### config.mk
export PLATFORM = sky130hd
export DESIGN_NAME = el_call_scheduler
export DESIGN_NICKNAME = d
export VERILOG_FILES = /design/src/rtl/el_call_scheduler.sv
export SDC_FILE = /design/constraint.sdc
export NUM_CORES = 1
export LEC_CHECK = 0
export BUFFER_PORTS_ARGS = -buffer_cell sky130_fd_sc_hd__buf_4
export CORE_ASPECT_RATIO = 1.75
export CORE_UTILIZATION = 40
export CTS_BUF_LIST = sky130_fd_sc_hd__clkbuf_2
export DETAILED_ROUTE_END_ITERATION = 10
export PLACE_DENSITY = 0.56
export SETUP_SLACK_MARGIN = 0.5
export SLEW_MARGIN = 30
export SYNTH_ARGS = -nofsm -noshare
export SYNTH_HDL_FRONTEND = slang
export SYNTH_SLANG_ARGS = --single-unit
### constraint.sdc
create_clock -name CLK -period 6.65 [get_ports CLK]
set_input_delay 0.3325 -clock CLK [delete_from_list [all_inputs] [get_ports CLK]]
set_output_delay 0.3325 -clock CLK [all_outputs]
set_load 0.02 [all_outputs]
### src/rtl/el_call_scheduler.sv
// el_call_scheduler: request latching, position tracking and SCAN-style
// motion/door sequencing for a 3-floor elevator car.
module el_call_scheduler #(
    parameter int unsigned DOOR_CYCLES = 4
) (
    input  logic       CLK,
    input  logic       RST,
    input  logic       F1,
    input  logic       F2,
    input  logic       F3,
    input  logic       U1,
    input  logic       U2,
    input  logic       D2,
    input  logic       D3,
    input  logic       U3,
    input  logic       D1,
    input  logic       S1,
    input  logic       S2,
    input  logic       S3,
    output logic [1:0] AC,
    output logic [1:0] DISP,
    output logic       open,
    output logic       DIR,
    output logic [2:0] PEND
);

    typedef enum logic [1:0] {
        S_IDLE = 2'd0,
        S_UP   = 2'd1,
        S_DOWN = 2'd2,
        S_DOOR = 2'd3
    } state_t;

    localparam logic [3:0] CNT_LOAD = 4'(DOOR_CYCLES - 1);

    // One-hot mask (bit n = floor n) for an encoded floor number 1..3.
    function automatic logic [3:1] floor_mask(input logic [1:0] f);
        return {f == 2'd3, f == 2'd2, f == 2'd1};
    endfunction

    // Floors strictly above the floor selected by a one-hot mask.
    function automatic logic [3:1] above_mask(input logic [3:1] m);
        return {m[2] | m[1], m[1], 1'b0};
    endfunction

    // Floors strictly below the floor selected by a one-hot mask.
    function automatic logic [3:1] below_mask(input logic [3:1] m);
        return {1'b0, m[3], m[3] | m[2]};
    endfunction

    state_t     state_q, state_d;
    logic [1:0] cur_floor_q, cur_floor_d;
    logic       dir_q, dir_d;
    logic [3:0] cnt_q, cnt_d;
    logic [3:1] car_req_q, car_req_d;
    logic [2:1] up_req_q, up_req_d;
    logic [3:2] dn_req_q, dn_req_d;
    logic [1:0] ac_q, ac_d;
    logic       open_q, open_d;
    logic [2:0] pend_q, pend_d;

    // U3 and D1 exist only for pin compatibility.
    logic unused_pins;
    assign unused_pins = U3 ^ D1;

    logic [3:1] sens_v;
    logic       sens_ok;
    logic [1:0] sens_floor;
    logic [3:1] up_v;
    logic [3:1] dn_v;
    logic [3:1] pend_v;
    logic [3:1] cur_m;

    // Sensor decode and per-floor views of the request latches.
    always_comb begin
        sens_v     = {S3, S2, S1};
        sens_ok    = $onehot(sens_v);
        sens_floor = S3 ? 2'd3 : (S2 ? 2'd2 : 2'd1);
        up_v       = {1'b0, up_req_q};
        dn_v       = {dn_req_q, 1'b0};
        pend_v     = car_req_q | up_v | dn_v;
        cur_m      = floor_mask(cur_floor_q);
    end

    logic [3:1] car_set;
    logic [2:1] up_set;
    logic [3:2] dn_set;
    logic [3:1] car_clr;
    logic [2:1] up_clr;
    logic [3:2] dn_clr;
    logic       reload;
    logic       door_go;
    logic [3:1] door_m;
    logic       beyond;
    logic       fwd_cur;
    logic       rev_cur;
    logic       serve_here;

    // Next-state, request set/clear arbitration and registered-output values.
    always_comb begin
        state_d     = state_q;
        dir_d       = dir_q;
        cnt_d       = cnt_q;
        cur_floor_d = sens_ok ? sens_floor : cur_floor_q;
        car_set     = {F3, F2, F1};
        up_set      = {U2, U1};
        dn_set      = {D3, D2};
        car_clr     = '0;
        up_clr      = '0;
        dn_clr      = '0;
        reload      = 1'b0;
        door_go     = 1'b0;
        door_m      = cur_m;
        beyond      = 1'b0;

        // Requests ahead of / behind the car in its current preference.
        fwd_cur = dir_q ? |(pend_v & above_mask(cur_m)) : |(pend_v & below_mask(cur_m));
        rev_cur = dir_q ? |(pend_v & below_mask(cur_m)) : |(pend_v & above_mask(cur_m));

        // Only requests that a stop here would actually clear count as
        // "at this floor"; an opposite hall call with work still ahead
        // would otherwise reopen the door forever.
        serve_here = |(cur_m & car_req_q)
                   | |(cur_m & (dir_q ? up_v : dn_v))
                   | (|(cur_m & (dir_q ? dn_v : up_v)) & ~fwd_cur);

        // While the door is open, presses for this floor extend it instead
        // of being latched.
        if (state_q == S_DOOR) begin
            reload  = |(car_set & cur_m)
                    | (dir_q ? |(up_set & cur_m[2:1]) : |(dn_set & cur_m[3:2]));
            car_set = car_set & ~cur_m;
            if (dir_q) begin
                up_set = up_set & ~cur_m[2:1];
            end else begin
                dn_set = dn_set & ~cur_m[3:2];
            end
        end

        unique case (state_q)
            S_IDLE: begin
                if (serve_here) begin
                    door_go = 1'b1;
                end else if (fwd_cur) begin
                    state_d = dir_q ? S_UP : S_DOWN;
                end else if (rev_cur) begin
                    dir_d   = ~dir_q;
                    state_d = dir_q ? S_DOWN : S_UP;
                end
            end
            S_UP: begin
                if (sens_ok) begin
                    door_m = sens_v;
                    if (sens_v[3] || |(sens_v & (car_req_q | up_v))
                        || !(|(pend_v & above_mask(sens_v)))) begin
                        door_go = 1'b1;
                    end
                end
            end
            S_DOWN: begin
                if (sens_ok) begin
                    door_m = sens_v;
                    if (sens_v[1] || |(sens_v & (car_req_q | dn_v))
                        || !(|(pend_v & below_mask(sens_v)))) begin
                        door_go = 1'b1;
                    end
                end
            end
            S_DOOR: begin
                if (reload) begin
                    cnt_d = CNT_LOAD;
                end else if (cnt_q == 4'd0) begin
                    state_d = S_IDLE;
                end else begin
                    cnt_d = cnt_q - 4'd1;
                end
            end
            default: state_d = S_IDLE;
        endcase

        // Door entry: serve this floor, and turn around if nothing lies ahead.
        if (door_go) begin
            state_d = S_DOOR;
            cnt_d   = CNT_LOAD;
            car_clr = door_m;
            beyond  = dir_q ? |(pend_v & above_mask(door_m)) : |(pend_v & below_mask(door_m));
            if (dir_q) begin
                up_clr = door_m[2:1];
            end else begin
                dn_clr = door_m[3:2];
            end
            if (!beyond) begin
                if (dir_q) begin
                    dn_clr = door_m[3:2];
                end else begin
                    up_clr = door_m[2:1];
                end
                dir_d = ~dir_q;
            end
        end

        // Clear beats a simultaneous set on the same bit.
        car_req_d = (car_req_q | car_set) & ~car_clr;
        up_req_d  = (up_req_q | up_set) & ~up_clr;
        dn_req_d  = (dn_req_q | dn_set) & ~dn_clr;

        pend_d = car_req_d | {1'b0, up_req_d} | {dn_req_d, 1'b0};
        ac_d   = (state_d == S_UP) ? 2'b01 : ((state_d == S_DOWN) ? 2'b10 : 2'b00);
        open_d = (state_d == S_DOOR);
    end

    // Sequencer state, request latches and registered outputs.
    always_ff @(posedge CLK) begin
        if (RST) begin
            state_q     <= S_IDLE;
            cur_floor_q <= 2'd1;
            dir_q       <= 1'b1;
            cnt_q       <= 4'd0;
            car_req_q   <= '0;
            up_req_q    <= '0;
            dn_req_q    <= '0;
            ac_q        <= 2'b00;
            open_q      <= 1'b0;
            pend_q      <= 3'b000;
        end else begin
            state_q     <= state_d;
            cur_floor_q <= cur_floor_d;
            dir_q       <= dir_d;
            cnt_q       <= cnt_d;
            car_req_q   <= car_req_d;
            up_req_q    <= up_req_d;
            dn_req_q    <= dn_req_d;
            ac_q        <= ac_d;
            open_q      <= open_d;
            pend_q      <= pend_d;
        end
    end

    assign AC   = ac_q;
    assign DISP = cur_floor_q;
    assign open = open_q;
    assign DIR  = dir_q;
    assign PEND = pend_q;

endmodule

# Yosys cells after proc, flatten, opt, wreduce, memory -nomap -nowiden

Index checks and enable logic that the tools add are counted.

Register bits after elaboration: 22
Latch bits: 0
RAM bits: 0
ROM bits: 0
Input port bits: 14
Memories kept: 0

$add $sub $neg: 3
$mul: 0
Divide/modulo/power cells: 0
Order comparisons: 0
Equality and inequality tests: 12
Shifts and indexed selects: 0
Mux-type cells: 52
Bitwise operators: 46
Reductions and logical operators: 28

Operators with widths:

| kind                  | count |
|---|---|
| $mux W2               | 25 |
| $reduce_or A3 Y1      | 12 |
| $and A3 B3 Y3         | 11 |
| $mux W3               | 6 |
| $mux W1               | 17 |
| $and A2 B2 Y2         | 6 |
| $eq A2 B2 Y1 const B  | 6 |
| $or A3 B3 Y3          | 4 |
| $reduce_or A2 Y1      | 5 |
| $and A3 B2 Y3         | 3 |
| $or A1 B1 Y1          | 9 |
| $eq A2 B1 Y1 const B  | 4 |
| $mux W4               | 2 |
| $not A2 Y2            | 4 |
| $not A3 Y3            | 2 |
| $or A3 B2 Y3          | 2 |
| $logic_not A4 Y1      | 1 |
| $logic_or A1 B1 Y1    | 4 |
| $or A2 B2 Y2          | 2 |
| $pmux W2 S2           | 1 |
| $reduce_and A2 Y1     | 2 |
| $sub A4 B1 Y4 const B | 1 |
| $ne A3 B3 Y1 const B  | 1 |
| $pmux W1 S3           | 1 |
| other kinds (8)       | 10 |

# Longest topological paths before layout

Gate-level depths: netlist (run 1).

Depth after elaboration: 15
Depth in mapped cells: 10

# Worst setup path after synthesis (run 1)

No wires, ideal clock.

Kind: register to register
Start: register cur_floor_q[1] (netlist: DISP[1])
End: register car_req_q[2] in the netlist's numbering
Data arrival time: 2.320 ns
Setup slack: 4.257 ns
Stages on the path, launching flop included: 10
Buffers on the path: 2
Cell sequence: dfxtp_1 inv_1 ha_1 buf_6 a222oi_1 o211ai_1 a32oi_2 buf_6 nor2_1 nor3_2

Longest elaborated chain between the ends: 13

RTL lines:

| element                                        | line   | source |
|---|---|---|
| start: declaration                             | 52     | `logic [1:0] cur_floor_q, cur_floor_d;` |
| start signal: assignment                       | 227    | `cur_floor_q <= cur_floor_d;` |
| $eq A2 B2 Y1 or $eq A2 B1 Y1 (tied branches)   | 38     | `return {f == 2'd3, f == 2'd2, f == 2'd1};` |
| $or A1 B1 Y1 (on tied branches)                | 48, 43 |  |
| $and A3 B2 Y3 or $and A3 B3 Y3 (tied branches) | 117    | `fwd_cur = dir_q ? \|(pend_v & above_mask(cur_m)) : \|(pend_v & below_mask(cur_m));` |
| $reduce_or A3 Y1                               | 117    |  |
| $mux W1                                        | 117    |  |
| $not A1 Y1                                     | 125    | `\| (\|(cur_m & (dir_q ? dn_v : up_v)) & ~fwd_cur);` |
| $and A1 B1 Y1                                  | 125    |  |
| $or A1 B1 Y1                                   | 125    |  |
| $mux W1                                        | 142    | `if (serve_here) begin` |
| $pmux W1 S3                                    | 140    | `unique case (state_q)` |
| $mux W3                                        | 182    | `if (door_go) begin` |
| $not A3 Y3                                     | 203    | `car_req_d = (car_req_q \| car_set) & ~car_clr;` |
| $and A3 B3 Y3 (*)                              | 203    |  |
| end signal: assignment                         | 230    | `car_req_q <= car_req_d;` |
| end: declaration                               | 55     | `logic [3:1] car_req_q, car_req_d;` |

Every way passes the cells marked *; elsewhere a longest branch is shown, timed or not.
A chain may end at the register's enable or synchronous reset.

# Final worst setup path (run 1)

Start: register dir_q (netlist: DIR)
End: register ac_q[1] (netlist: AC[1])

Longest elaborated chain between the ends: 10

RTL lines:

| element                                       | line     | source |
|---|---|---|
| start: declaration                            | 53       | `logic dir_q, dir_d;` |
| start signal: assignment                      | 228      | `dir_q <= dir_d;` |
| $mux W3 (on tied branches)                    | 124, 125 |  |
| $and A3 B3 Y3 (on tied branches)              | 124, 125 |  |
| $reduce_or A3 Y1 (on tied branches)           | 124, 125 |  |
| $or A1 B1 Y1 or $and A1 B1 Y1 (tied branches) | 124, 125 |  |
| $or A1 B1 Y1                                  | 125      |  |
| $mux W1 or $mux W2 (tied branches)            | 142      |  |
| $pmux W1 S3 or $pmux W2 S2 (tied branches)    | 140      |  |
| $mux W2 (*)                                   | 182      |  |
| $eq A2 B2 Y1 or $eq A2 B1 Y1 (tied branches)  | 208      | `ac_d = (state_d == S_UP) ? 2'b01 : ((state_d == S_DOWN) ? 2'b10 : 2'b00);` |
| $mux W2 or $reduce_or A2 Y1 (tied branches)   | n/a      |  |
| end signal: assignment                        | 222      | `ac_q <= 2'b00;` |
| end signal: assignment                        | 233      | `ac_q <= ac_d;` |
| end: declaration                              | 58       | `logic [1:0] ac_q, ac_d;` |

Marks and branches as above.

==> reports/results.md, run 1 <==
| Result | Reported |
|:---|:---|
| Seq pwr share | 33.9% |
| Synthesized netlist cell count | 188 |
| Clock tree sinks | 22 |
| Largest driver fanout on the critical path | 16 |
| # rows | 29 |
| Count of instances resized after the clock tree is built | 0 |
| Run status | complete, no violations |
| Wire length of the first global-routing pass | 6.879 mm |
| Max frequency | 329.1 MHz |
| Number of failing setup endpoints in the final timing report | 0 |
| Fillers | 387 |
| HPWL after DPL | 3.202 mm |
| Share of cell area taken by muxes after synthesis | 1.977% |
| GR Util All Layers | 21.58% |
| TritonCTS clock tree | built |
| Number of top-level pins | 23 |
| Cell area after synthesis | 1519 um2 |
| Yosys warning total | 0 |
| Leading cell type in the layout, fill and taps excluded | sky130_fd_sc_hd__dfxtp_1 |
| Arrival time of data at the critical path endpoint | 3310 ps |
| Largest family of logic cells by synthesized area | compound AO/OA/AOI/OAI gates |
| TritonCTS buffer count | 3 |
| Top flip-flop cell by instance count after synthesis | sky130_fd_sc_hd__dfxtp_1 |
| Later-pin clock latency in the skew report | 350 ps |
| Number of inserted diodes | 0 |
| Number of optimization iterations in the first detailed-route pass | 5 |
| Post-layout util | 47.34% |
| H-tree depth | 1 |
| DR vias | 1504 |
| Post-detailed-route count of antenna-violating nets | 0 |
| Total overflow reported by the global router | 0 |
| Post CTS Setup Buffer Count | 0 |
| Initial antenna violation count | 0 |
| Number of design-rule violations left by the first detailed-router iteration | 82 |
| Number of nets at the end of the flow | 227 |
| Type of the worst setup path | reg -> reg |
| Worst hold-check path type | in -> reg |
| # DRC | 0 |
| Post-Syn Area per Cell | 8.080 um2 |
| Compound-gate portion of the synthesized area | 36.08% |
| RD Place Congestion | 0.9204 |
| Die Y | 83.52 um |
| FFs w/ async S/R, synth | 0% |
| Actual slew at the worst max-slew pin | 818.6 ps |
| Post-route clock period utilization | 45.69% |
| Post-route setup TNS | 0 ps |
| Syn-to-layout area delta | 13.10% |
| Hold violation count in the final report | 0 |
| Combinational fraction of design power | 49.7% |
| Adder-Cell Fraction of Synth Area | 7.908% |
| Peak supply drop | 0.1565 mV |
| Power per unit of standard cell area | 343.8 nW/um2 |
| Post-route minimum period | 3038 ps |
| Number of global-route vias before repair | 1535 |
| Critical path data required time | 6920 ps |
| Post-synthesis cell type count | 54 |
| Clock power share | 16.4% |
| Endpoint class of the critical path | flip-flop |
| # port buffers | 20 |
| Unrepaired setup endpoints after global routing | false |
| Clock root cell | sky130_fd_sc_hd__clkbuf_2 |
| Core box area | 3628 um2 |
| Worst clock skew | 7.239 ps |
| Max Cap Viol | 0 |
| Initial Utilization | 41.86% |
| Part of the Yosys area used for sequential elements | 29.00% |
| Number of synthesized flops with an enable pin | 0 |
| Startpoint type of the worst setup path | flip-flop |
| Synth Area in XOR/XNOR | 0.5766% |
| Max-Slew Margin vs Limit | 45.43% |
| Max-slew violation total from the final report | 0 |
| Net switching power of the design | 0.0002580 W |
| Max clock buf depth | 2 |
| Syn nets | 211 |
| Via count normalized by instance count | 6.040 |
| Leading cell types in the layout, fill and taps excluded | sky130_fd_sc_hd__dfxtp_1, sky130_fd_sc_hd__a21oi_1, sky130_fd_sc_hd__buf_4 |
| Routed length per instance | 16.37 um |
| Number of flip-flops and latches in the synthesized netlist | 22 |
| Die W | 48.58 um |
| Synth Area in Simple Gates | 16.97% |
| Total length of routed wires | 4.075 mm |
| Quantity of hold-fixing buffers added after cts | 0 |
| Total die area | 4057 um2 |
| Switching share of total power | 43.68% |
| P_int | 0.0003326 W |
| Leakage power | 0.7203 nW |
| CTS clk-pin slew, worst paths | 230 ps |
| Proportion of layout cells with a drive suffix above 1 | 15.27% |
| Hold WS | 256.4 ps |
| Pin count of the biggest net entering global routing | 17 |
## cells in the mapped netlist, types with 2 or more instances
cell	number	area share [%]
sky130_fd_sc_hd__ha_1	8	6.6
sky130_fd_sc_hd__o211ai_1	3	1.5
sky130_fd_sc_hd__nor3_2	2	1.3
sky130_fd_sc_hd__nor3_1	5	1.6
sky130_fd_sc_hd__nor3b_1	2	0.99
sky130_fd_sc_hd__inv_1	15	3.7
sky130_fd_sc_hd__a211oi_1	7	3.5
sky130_fd_sc_hd__o21ai_0	8	2.6
sky130_fd_sc_hd__o31ai_1	5	2.5
sky130_fd_sc_hd__a22oi_1	2	0.99
sky130_fd_sc_hd__a31oi_1	4	1.6
sky130_fd_sc_hd__buf_6	2	1.5
sky130_fd_sc_hd__o22ai_1	2	0.82
sky130_fd_sc_hd__a22o_1	3	1.7
sky130_fd_sc_hd__o21ai_1	2	0.66
sky130_fd_sc_hd__mux2i_1	3	2.0
sky130_fd_sc_hd__buf_2	4	1.3
sky130_fd_sc_hd__o311ai_1	2	1.2
sky130_fd_sc_hd__nand3_1	4	1.3
sky130_fd_sc_hd__clkbuf_1	3	0.74
sky130_fd_sc_hd__a2111oi_0	2	1.2
sky130_fd_sc_hd__nor2_1	13	3.2
sky130_fd_sc_hd__dfxtp_1	22	29
sky130_fd_sc_hd__a21o_1	2	0.99
sky130_fd_sc_hd__a21oi_1	20	6.6
sky130_fd_sc_hd__o21a_1	4	2.0
sky130_fd_sc_hd__nand2_1	10	2.5
sky130_fd_sc_hd__nand2b_1	3	1.2
## through the flow
stage	total power (W)	area [um2]	std cells	setup slack, ps
finish	0.0005906	1718	249	3612
global route	0.0006348	1718	249	3385
CTS	0.0005886	1718	249	3654
detailed placement	0.0004935	1673	245	3709
global placement	0.0004881	1673	245	3749
floorplan	0.0004176	1519	188	4257
## final timing paths
path | from | to | slack, ps | cells after the start
max | DIR$_SDFF_PP1_ | AC[1]$_SDFF_PP0_ | 3610 | 6
min | RST | cnt_q[0]$_SDFFE_PP0P_ | 260 | 2
max reg2reg | DIR$_SDFF_PP1_ | AC[1]$_SDFF_PP0_ | 3610 | 6
min reg2reg | DISP[1]$_SDFFE_PP0P_ | DISP[1]$_SDFFE_PP0P_ | 560 | 2
## power by group through the flow
stage / registers, W / logic [W] / clock network, W
final: 0.000200 / 0.000293 / 0.0000968
after global routing: 0.000204 / 0.000327 / 0.000104
after CTS: 0.000198 / 0.000293 / 0.0000969
after detailed placement: 0.000201 / 0.000293 / 0
after global placement: 0.000201 / 0.000287 / 0
after floorplan: 0.000206 / 0.000212 / 0
## per-layer routing
| metal | GRT usage [%] | share of wire [%] | routed length [um] | up-vias |
|---|---|---|---|---|
| met4 | 10.70 | 2.1 | 84 | 0 |
| li1 | - | - | - | 737 |
| met5 | 0 | 0 | 0 | - |
| met2 | 40.08 | 54 | 2198 | 60 |
| met1 | 23.42 | 39 | 1605 | 694 |
| met3 | 2.550 | 4.6 | 187 | 13 |
## sequential cells by signal, indices dropped and copies added, names as in the netlist
register	cells
PEND	3
DISP	2
cnt_q	4
car_req_q	3
dn_req_q	2
up_req_q	2
AC	2
open	1
DIR	1
state_q	2
## worst max-delay path, stage by stage (launching register included)
cell and delay, ps:
sky130_fd_sc_hd__dfxtp_1 720, sky130_fd_sc_hd__inv_2 170, sky130_fd_sc_hd__o311ai_1 630, sky130_fd_sc_hd__o211ai_1 210
sky130_fd_sc_hd__a32oi_2 740, sky130_fd_sc_hd__nand2_2 190, sky130_fd_sc_hd__nor4_2 290
## cells by family (layout without fill, tap and decap cells)
| logic type | Yosys count | count (layout) |
|---|---|---|
| buf+inv | 25 | 40 |
| compound gates | 79 | 79 |
| simple gates | 49 | 49 |
| xor+xnor | 1 | 1 |
| fa+ha+maj | 9 | 9 |
| flops | 22 | 22 |
| mux | 3 | 3 |
## layout make-up
class | count | area (um2) | share of cell area, %
Inverter | 16 | 60.06 | 3.496
Sequential cell | 22 | 440.4 | 25.64
Timing Repair Buffer | 20 | 150.1 | 8.740
Multi-Input combinational cell | 141 | 964.7 | 56.15
Clock inverter | 1 | 30.03 | 1.748
Clock buffer | 3 | 15.01 | 0.8740
Tap cell | 46 | 57.56 | 3.350
Power figures use the tool's default switching activity.
==> run 2: changes to the inputs <==
- clock period: 6.65 -> 3.2 ns (I/O delays scaled with it)
==> run 2 against run 1 <==
Clock power grew 100%. Wire length grew 0.29%. Flip-flop and latch count is the same. Register-to-register slack lost 3000 ps. Sequential power grew 100%. Count of clock-buffer cells in the layout is the same. Largest power group unchanged. Non-clock buffer count grew 3. Largest cell class unchanged. Final area grew 1.7%. Critical path type unchanged.
==> reports/results.md, run 2 (synthesis gave the netlist of run 1 again) <==
| Result | Reported |
|:---|:---|
| Run status | complete, no violations |
| Quantity of hold-fixing buffers added after cts | 0 |
| Top Family by Delay on Critical Path | compound AO/OA/AOI/OAI gates |
| Crit path buf inv count | 1 |
| Post-layout util | 48.17% |
| Syn-to-layout area delta | 15.07% |
| Type of the worst setup path | reg -> reg |
| Worst path max stage delay | 650 ps |
| Number of optimization iterations in the first detailed-route pass | 4 |
| Net switching power of the design | 0.0005405 W |
| CTS clk-pin slew, worst paths | 210 ps |
| Arrival time of data at the critical path endpoint | 2840 ps |
| Number of global-route vias before repair | 1509 |
| Core box area | 3628 um2 |
| Clock tree sinks | 22 |
| Total die area | 4057 um2 |
| Initial antenna violation count | 0 |
| Worst hold-check path type | in -> reg |
| Initial Utilization | 41.86% |
| Post-route clock period utilization | 79.97% |
| Total overflow reported by the global router | 0 |
| # DRC | 0 |
| Clock root cell | sky130_fd_sc_hd__clkbuf_2 |
| Via count normalized by instance count | 6.075 |
| Most flop-heavy register | cnt_q |
| # rows | 29 |
| TritonCTS clock tree | built |
| Combinational fraction of design power | 51.7% |
| # port buffers | 20 |
| P_int | 0.0007087 W |
| Actual slew at the worst max-slew pin | 697.0 ps |
| GR Util All Layers | 21.40% |
| Later-pin clock latency in the skew report | 340 ps |
| Unrepaired setup endpoints after global routing | false |
| Total length of routed wires | 4.087 mm |
| Leading cell type in the layout, fill and taps excluded | sky130_fd_sc_hd__buf_4 |
| Seq pwr share | 32.4% |
| Post-route minimum period | 2559 ps |
| RD Place Congestion | 0.9747 |
| H-tree depth | 1 |
| Startpoint type of the worst setup path | flip-flop |
| Peak supply drop | 0.3193 mV |
| Hold violation count in the final report | 0 |
| Pin count of the biggest net entering global routing | 17 |
| Series of cell instances along the critical path | nor3_2 > a2111oi_0 > o2111ai_1 > a32oi_2 > buf_4 > nor3b_1 > a211oi_1 |
| Worst clock skew | 1.840 ps |
| Clock power share | 15.9% |
| Max clock buf depth | 2 |
| TritonCTS buffer count | 3 |
| DR vias | 1531 |
| Wire length of the first global-routing pass | 6.789 mm |
| Number of top-level pins | 23 |
| Number of inserted diodes | 0 |
| Max-Slew Margin vs Limit | 52.33% |
| Critical path data required time | 3480 ps |
| Flip-flop count of the largest register after layout | 4 |
| Routed length per instance | 16.22 um |
| Max-slew violation total from the final report | 0 |
| Number of design-rule violations left by the first detailed-router iteration | 87 |
| Switching share of total power | 43.27% |
| Endpoint class of the critical path | flip-flop |
| Fillers | 378 |
| Number of failing setup endpoints in the final timing report | 0 |
| Max frequency | 390.8 MHz |
| Proportion of layout cells with a drive suffix above 1 | 16.99% |
| Leading cell types in the layout, fill and taps excluded | sky130_fd_sc_hd__buf_4, sky130_fd_sc_hd__dfxtp_1, sky130_fd_sc_hd__a21oi_1 |
| Max Cap Viol | 0 |
| Power per unit of standard cell area | 714.7 nW/um2 |
| Crit path max-delay cell type | sky130_fd_sc_hd__a2111oi_0 |
| Largest driver fanout on the critical path | 11 |
| Leakage power | 0.7330 nW |
| Die W | 48.58 um |
| HPWL after DPL | 3.241 mm |
| Die Y | 83.52 um |
| Post-route setup TNS | 0 ps |
| Post-detailed-route count of antenna-violating nets | 0 |
| Number of nets at the end of the flow | 230 |
==> run 2: power groups by stage <==
stage	registers [W]	logic, W	clock network [W]
4_1_cts	0.000404	0.000640	0.000200
3_3_place_gp	0.000407	0.000625	0
5_1_grt	0.000412	0.000717	0.000212
3_5_place_dp	0.000411	0.000634	0
6_report	0.000405	0.000646	0.000198
2_1_floorplan	0.000428	0.000440	0
==> run 2: path summary, 6_finish.rpt <==
| kind | from | to | slack, ps | cells after the start |
|---|---|---|---|---|
| setup / recovery | car_req_q[2]$_SDFF_PP0_ | PEND[0]$_SDFF_PP0_ | 640 | 7 |
| hold / removal | RST | cnt_q[0]$_SDFFE_PP0P_ | 80 | 2 |
| setup reg to reg | car_req_q[2]$_SDFF_PP0_ | PEND[0]$_SDFF_PP0_ | 640 | 7 |
| hold reg to reg | DISP[1]$_SDFFE_PP0P_ | DISP[1]$_SDFFE_PP0P_ | 560 | 2 |
==> run 2: per-stage QoR <==
stage	total power (W)	hold WS, ps	instance area (um2)	worst slack, ps	instances
2_1_floorplan	0.0008678	239.3	1519	807.1	188
3_3_place_gp	0.001033	463.9	1688	544.1	247
3_5_place_dp	0.001044	469.6	1688	504.8	247
4_1_cts	0.001244	75.82	1740	541.4	252
5_1_grt	0.001341	63.47	1748	550.8	252
6_report	0.001249	83.03	1748	640.9	252
==> run 2: cell type report <==
cell class | count | area (um2) | area share (%)
multi-input cells | 141 | 972.2 | 55.62
well taps | 46 | 57.56 | 3.293
flip-flops and latches | 22 | 440.4 | 25.20
clock buffers | 3 | 15.01 | 0.8590
inverters | 16 | 60.06 | 3.436
repair buffers | 23 | 172.7 | 9.878
clock inverters | 1 | 30.03 | 1.718
==> run 2: metal layers <==
| metal | track usage [%] | share of wire (%) | wire length, um |
|---|---|---|---|
| met4 | 11.76 | 3.7 | 153 |
| met5 | 0 | 0 | 0 |
| met3 | 2.368 | 3.8 | 156 |
| met2 | 39.56 | 53 | 2168 |
| met1 | 22.97 | 39 | 1609 |
==> run 2: repair_timing <==
item,CTS,global route
setup buffers,1,0
endpoints found under the setup margin,1,7
resized for setup,0,1
pin swaps,1,0
==> run 3: changes to the inputs <==
- ABC_AREA: not set -> 1
- clock period: 3.2 -> 2.4 ns (I/O delays scaled with it)
==> run 3 against run 2 <==
Wire length is 0.20% higher. Synthesized cell count rose by 26%. Non-clock buffer count grew 11. Clock power grew 37%. Critical path depth rose by 4. Total power up 63%. Worst hold slack got worse by 16 ps. Sequential power rose by 41%. Critical endpoint is now cnt_q[2]$_SDFFE_PP0P_. Largest cell class unchanged. Largest power group unchanged.
==> reports/results.md, run 3 <==
| Result | Reported |
|:---|:---|
| Post-Syn Area per Cell | 6.504 um2 |
| HPWL after DPL | 3.096 mm |
| H-tree depth | 1 |
| Number of failing setup endpoints in the final timing report | 0 |
| Total die area | 4116 um2 |
| Leakage power | 1.040 nW |
| Part of the Yosys area used for sequential elements | 28.57% |
| Worst setup slack after placement | 312.5 ps |
| Hold violation count in the final report | 0 |
| Power per unit of standard cell area | 1002 nW/um2 |
| Core box area | 3665 um2 |
| Die Y | 84.12 um |
| Compound-gate portion of the synthesized area | 10.15% |
| Share of cell area taken by muxes after synthesis | 0% |
| Top flip-flop cell by instance count after synthesis | sky130_fd_sc_hd__dfxtp_1 |
| Max-slew violation total from the final report | 0 |
| Instance count along the most critical hold path | 3 |
| Worst clock skew | 28.58 ps |
| Leading cell types in the layout, fill and taps excluded | sky130_fd_sc_hd__nand2_1, sky130_fd_sc_hd__inv_1, sky130_fd_sc_hd__buf_4 |
| Later-pin clock latency in the skew report | 360 ps |
| Yosys warning total | 0 |
| Synth Area in Simple Gates | 41.07% |
| Wire length of the first global-routing pass | 6.720 mm |
| RD Place Congestion | 0.9017 |
| Max clock buf depth | 2 |
| Max frequency | 531.1 MHz |
| Reg2Reg Setup Slack | 520 ps |
| Arrival time of data at the critical path endpoint | 2150 ps |
| Fillers | 380 |
| Dominant cell type by area after synthesis | sky130_fd_sc_hd__dfxtp_1 |
| Leading cell type in the layout, fill and taps excluded | sky130_fd_sc_hd__nand2_1 |
| Largest family of logic cells by synthesized area | simple AND/OR/NAND/NOR gates |
| Number of optimization iterations in the first detailed-route pass | 4 |
| Die W | 48.93 um |
| GR Util All Layers | 21.09% |
| TritonCTS clock tree | built |
| Synth Area in XOR/XNOR | 1.136% |
| Synthesized netlist cell count | 237 |
| Crit Reg-Reg Endpoint | cnt_q[2]$_SDFFE_PP0P_ |
| Peak supply drop | 0.6790 mV |
| Startpoint of the most critical register-to-register path | DISP[0]$_SDFFE_PP1P_ |
| Count leader, synth | sky130_fd_sc_hd__nand2_1 |
| Worst min-delay path endpoint | DISP[0]$_SDFFE_PP1P_ |
| Syn-to-layout area delta | 32.14% |
| # port buffers | 20 |
| Actual slew at the worst max-slew pin | 397.9 ps |
| Worst hold-check path type | in -> reg |
| Initial Utilization | 42.06% |
| Number of global-route vias before repair | 1538 |
| # DRC | 0 |
| Largest cells by area after synthesis | sky130_fd_sc_hd__dfxtp_1, sky130_fd_sc_hd__nand2_1, sky130_fd_sc_hd__inv_1, sky130_fd_sc_hd__ha_1, sky130_fd_sc_hd__nand3_2 |
| Type of the worst setup path | reg -> reg |
| Syn nets | 260 |
| Startpoint type of the worst setup path | flip-flop |
| Max-Slew Margin vs Limit | 73.44% |
| Number of nets at the end of the flow | 295 |
| Clock root cell | sky130_fd_sc_hd__clkbuf_2 |
| Post-route clock period utilization | 78.45% |
| Post-route setup TNS | 0 ps |
| Leading cell types by count after synthesis | sky130_fd_sc_hd__nand2_1, sky130_fd_sc_hd__inv_1, sky130_fd_sc_hd__dfxtp_1, sky130_fd_sc_hd__nor2_1, sky130_fd_sc_hd__nand3_1 |
| Initial antenna violation count | 0 |
| Total length of routed wires | 4.095 mm |
| Beginning of the worst hold path | S3 |
| Number of synthesized flops with an enable pin | 0 |
| TritonCTS buffer count | 3 |
| Number of inserted diodes | 0 |
| Area fraction of the dominant cell type after synthesis | 28.57% |
| Clock tree sinks | 22 |
| Flip-flop count of the largest register after layout | 4 |
| DR vias | 1591 |
| Largest driver fanout on the critical path | 6 |
| Endpoint class of the critical path | flip-flop |
| Number of flip-flops and latches in the synthesized netlist | 22 |
| Post-route insts no fill | 317 |
| Adder-Cell Fraction of Synth Area | 7.792% |
| Cell area after synthesis | 1541 um2 |
| Number of top-level pins | 23 |
| Proportion of layout cells with a drive suffix above 1 | 32.84% |
| Number of design-rule violations left by the first detailed-router iteration | 23 |
| Run status | complete, no violations |
| Routed length per instance | 12.92 um |
| Post-detailed-route count of antenna-violating nets | 0 |
| Worst Reg-to-Reg Cells | 11 |
| Critical path data required time | 2660 ps |
| Number of instances in the placed design | 301 |
| FFs w/ async S/R, synth | 0% |
| Most flop-heavy register | cnt_q |
| Post-synthesis cell type count | 28 |
| # rows | 29 |
| Post-route minimum period | 1883 ps |
| CTS clk-pin slew, worst paths | 250 ps |
| Pin count of the biggest net entering global routing | 14 |
| Via count normalized by instance count | 5.019 |
| Total overflow reported by the global router | 0 |
| Setup WS post-layout | 517.1 ps |
| Max Cap Viol | 0 |
| Unrepaired setup endpoints after global routing | true |
## run 3: cell types whose count changed after synthesis, sizes merged, moves of 5 or more
cell	change
nor3	-7
inv	+24
o31ai	-5
nand2	+67
nor2	+9
nand4	+6
a211oi	-7
nand3	+19
a21oi	-8
## run 3: power breakdown
group	total (W)	switching [W]	leakage, nW	internal [W]
Sequential	0.000573	0.0000968	0.184	0.000476
Combinational	0.00120	0.000721	0.829	0.000475
Clock	0.000271	0.000128	0.0266	0.000143
Total	0.00204	0.000946	1.04	0.00109
## run 3: worst max-delay path, cell delays in order (launching register included)
cell and delay, ps:
sky130_fd_sc_hd__dfxtp_4 430, sky130_fd_sc_hd__buf_6 120, sky130_fd_sc_hd__ha_4 180, sky130_fd_sc_hd__buf_12 130
sky130_fd_sc_hd__nand2_4 40, sky130_fd_sc_hd__nand3_2 40, sky130_fd_sc_hd__nand3b_1 240, sky130_fd_sc_hd__o21ai_4 230
sky130_fd_sc_hd__buf_6 140, sky130_fd_sc_hd__nor2_2 40, sky130_fd_sc_hd__xor2_1 150, sky130_fd_sc_hd__nor2_1 50
## run 3: metal layers
layer,routed length (um),track usage (%),up-vias
met5,0,0,-
met4,131,9.893,0
met3,99,1.821,11
met2,2259,40.15,33
met1,1605,22.56,733
li1,-,-,814
## run 3: stage by stage
step	power (W)	util, %	hold WS, ps	area (um2)
6_report	0.002040	55.58	66.53	2037
5_1_grt	0.002218	55.58	77.27	2037
4_1_cts	0.001884	50.97	50.69	1868
3_5_place_dp	0.001585	47.56	355.7	1743
3_3_place_gp	0.001583	47.56	359.6	1743
2_1_floorplan	0.001298	-	272.0	1541
## run 3: cell families (layout without fill, tap and decap cells)
kind of cell             Yosys count  in the layout
AND/OR/NAND/NOR                  132            132
flip-flops                        22             22
adder cells (fa/ha/maj)            9              9
XOR/XNOR                           2              2
buffers and inverters             44             78
AO/OA/AOI/OAI                     28             28
## run 3: timing repair
item	CTS	global route
hold buffers	1	0
setup endpoints to repair	20	19
buffers inserted	4	7
pin swaps	1	18
gates resized for setup	12	34
endpoints found under the hold margin	2	0
## run 3: worst max-delay path by stage
| stage | start | end | slack (ps) | depth (start not counted) |
|---|---|---|---|---|
| 2_1_floorplan | DISP[0]$_SDFFE_PP1P_ | cnt_q[1]$_SDFFE_PP0P_ | 520 | 15 |
| 3_3_place_gp | S1 | PEND[1]$_SDFF_PP0_ | 310 | 15 |
| 3_5_place_dp | DISP[1]$_SDFFE_PP0P_ | PEND[2]$_SDFF_PP0_ | 310 | 14 |
| 4_1_cts | DISP[0]$_SDFFE_PP1P_ | PEND[2]$_SDFF_PP0_ | 500 | 15 |
| 5_1_grt | state_q[1]$_SDFF_PP0_ | PEND[1]$_SDFF_PP0_ | 440 | 13 |
| 6_report | DISP[0]$_SDFFE_PP1P_ | cnt_q[2]$_SDFFE_PP0P_ | 520 | 11 |
## run 3: cell type report
class | count | area [um2] | share of cell area [%]
Multi-Input combinational cell | 171 | 1035 | 50.80
Sequential cell | 22 | 456.7 | 22.42
Timing Repair Buffer | 34 | 285.3 | 14.00
Inverter | 40 | 157.7 | 7.740
Tap cell | 46 | 57.56 | 2.826
Clock inverter | 1 | 30.03 | 1.474
Clock buffer | 3 | 15.01 | 0.7371
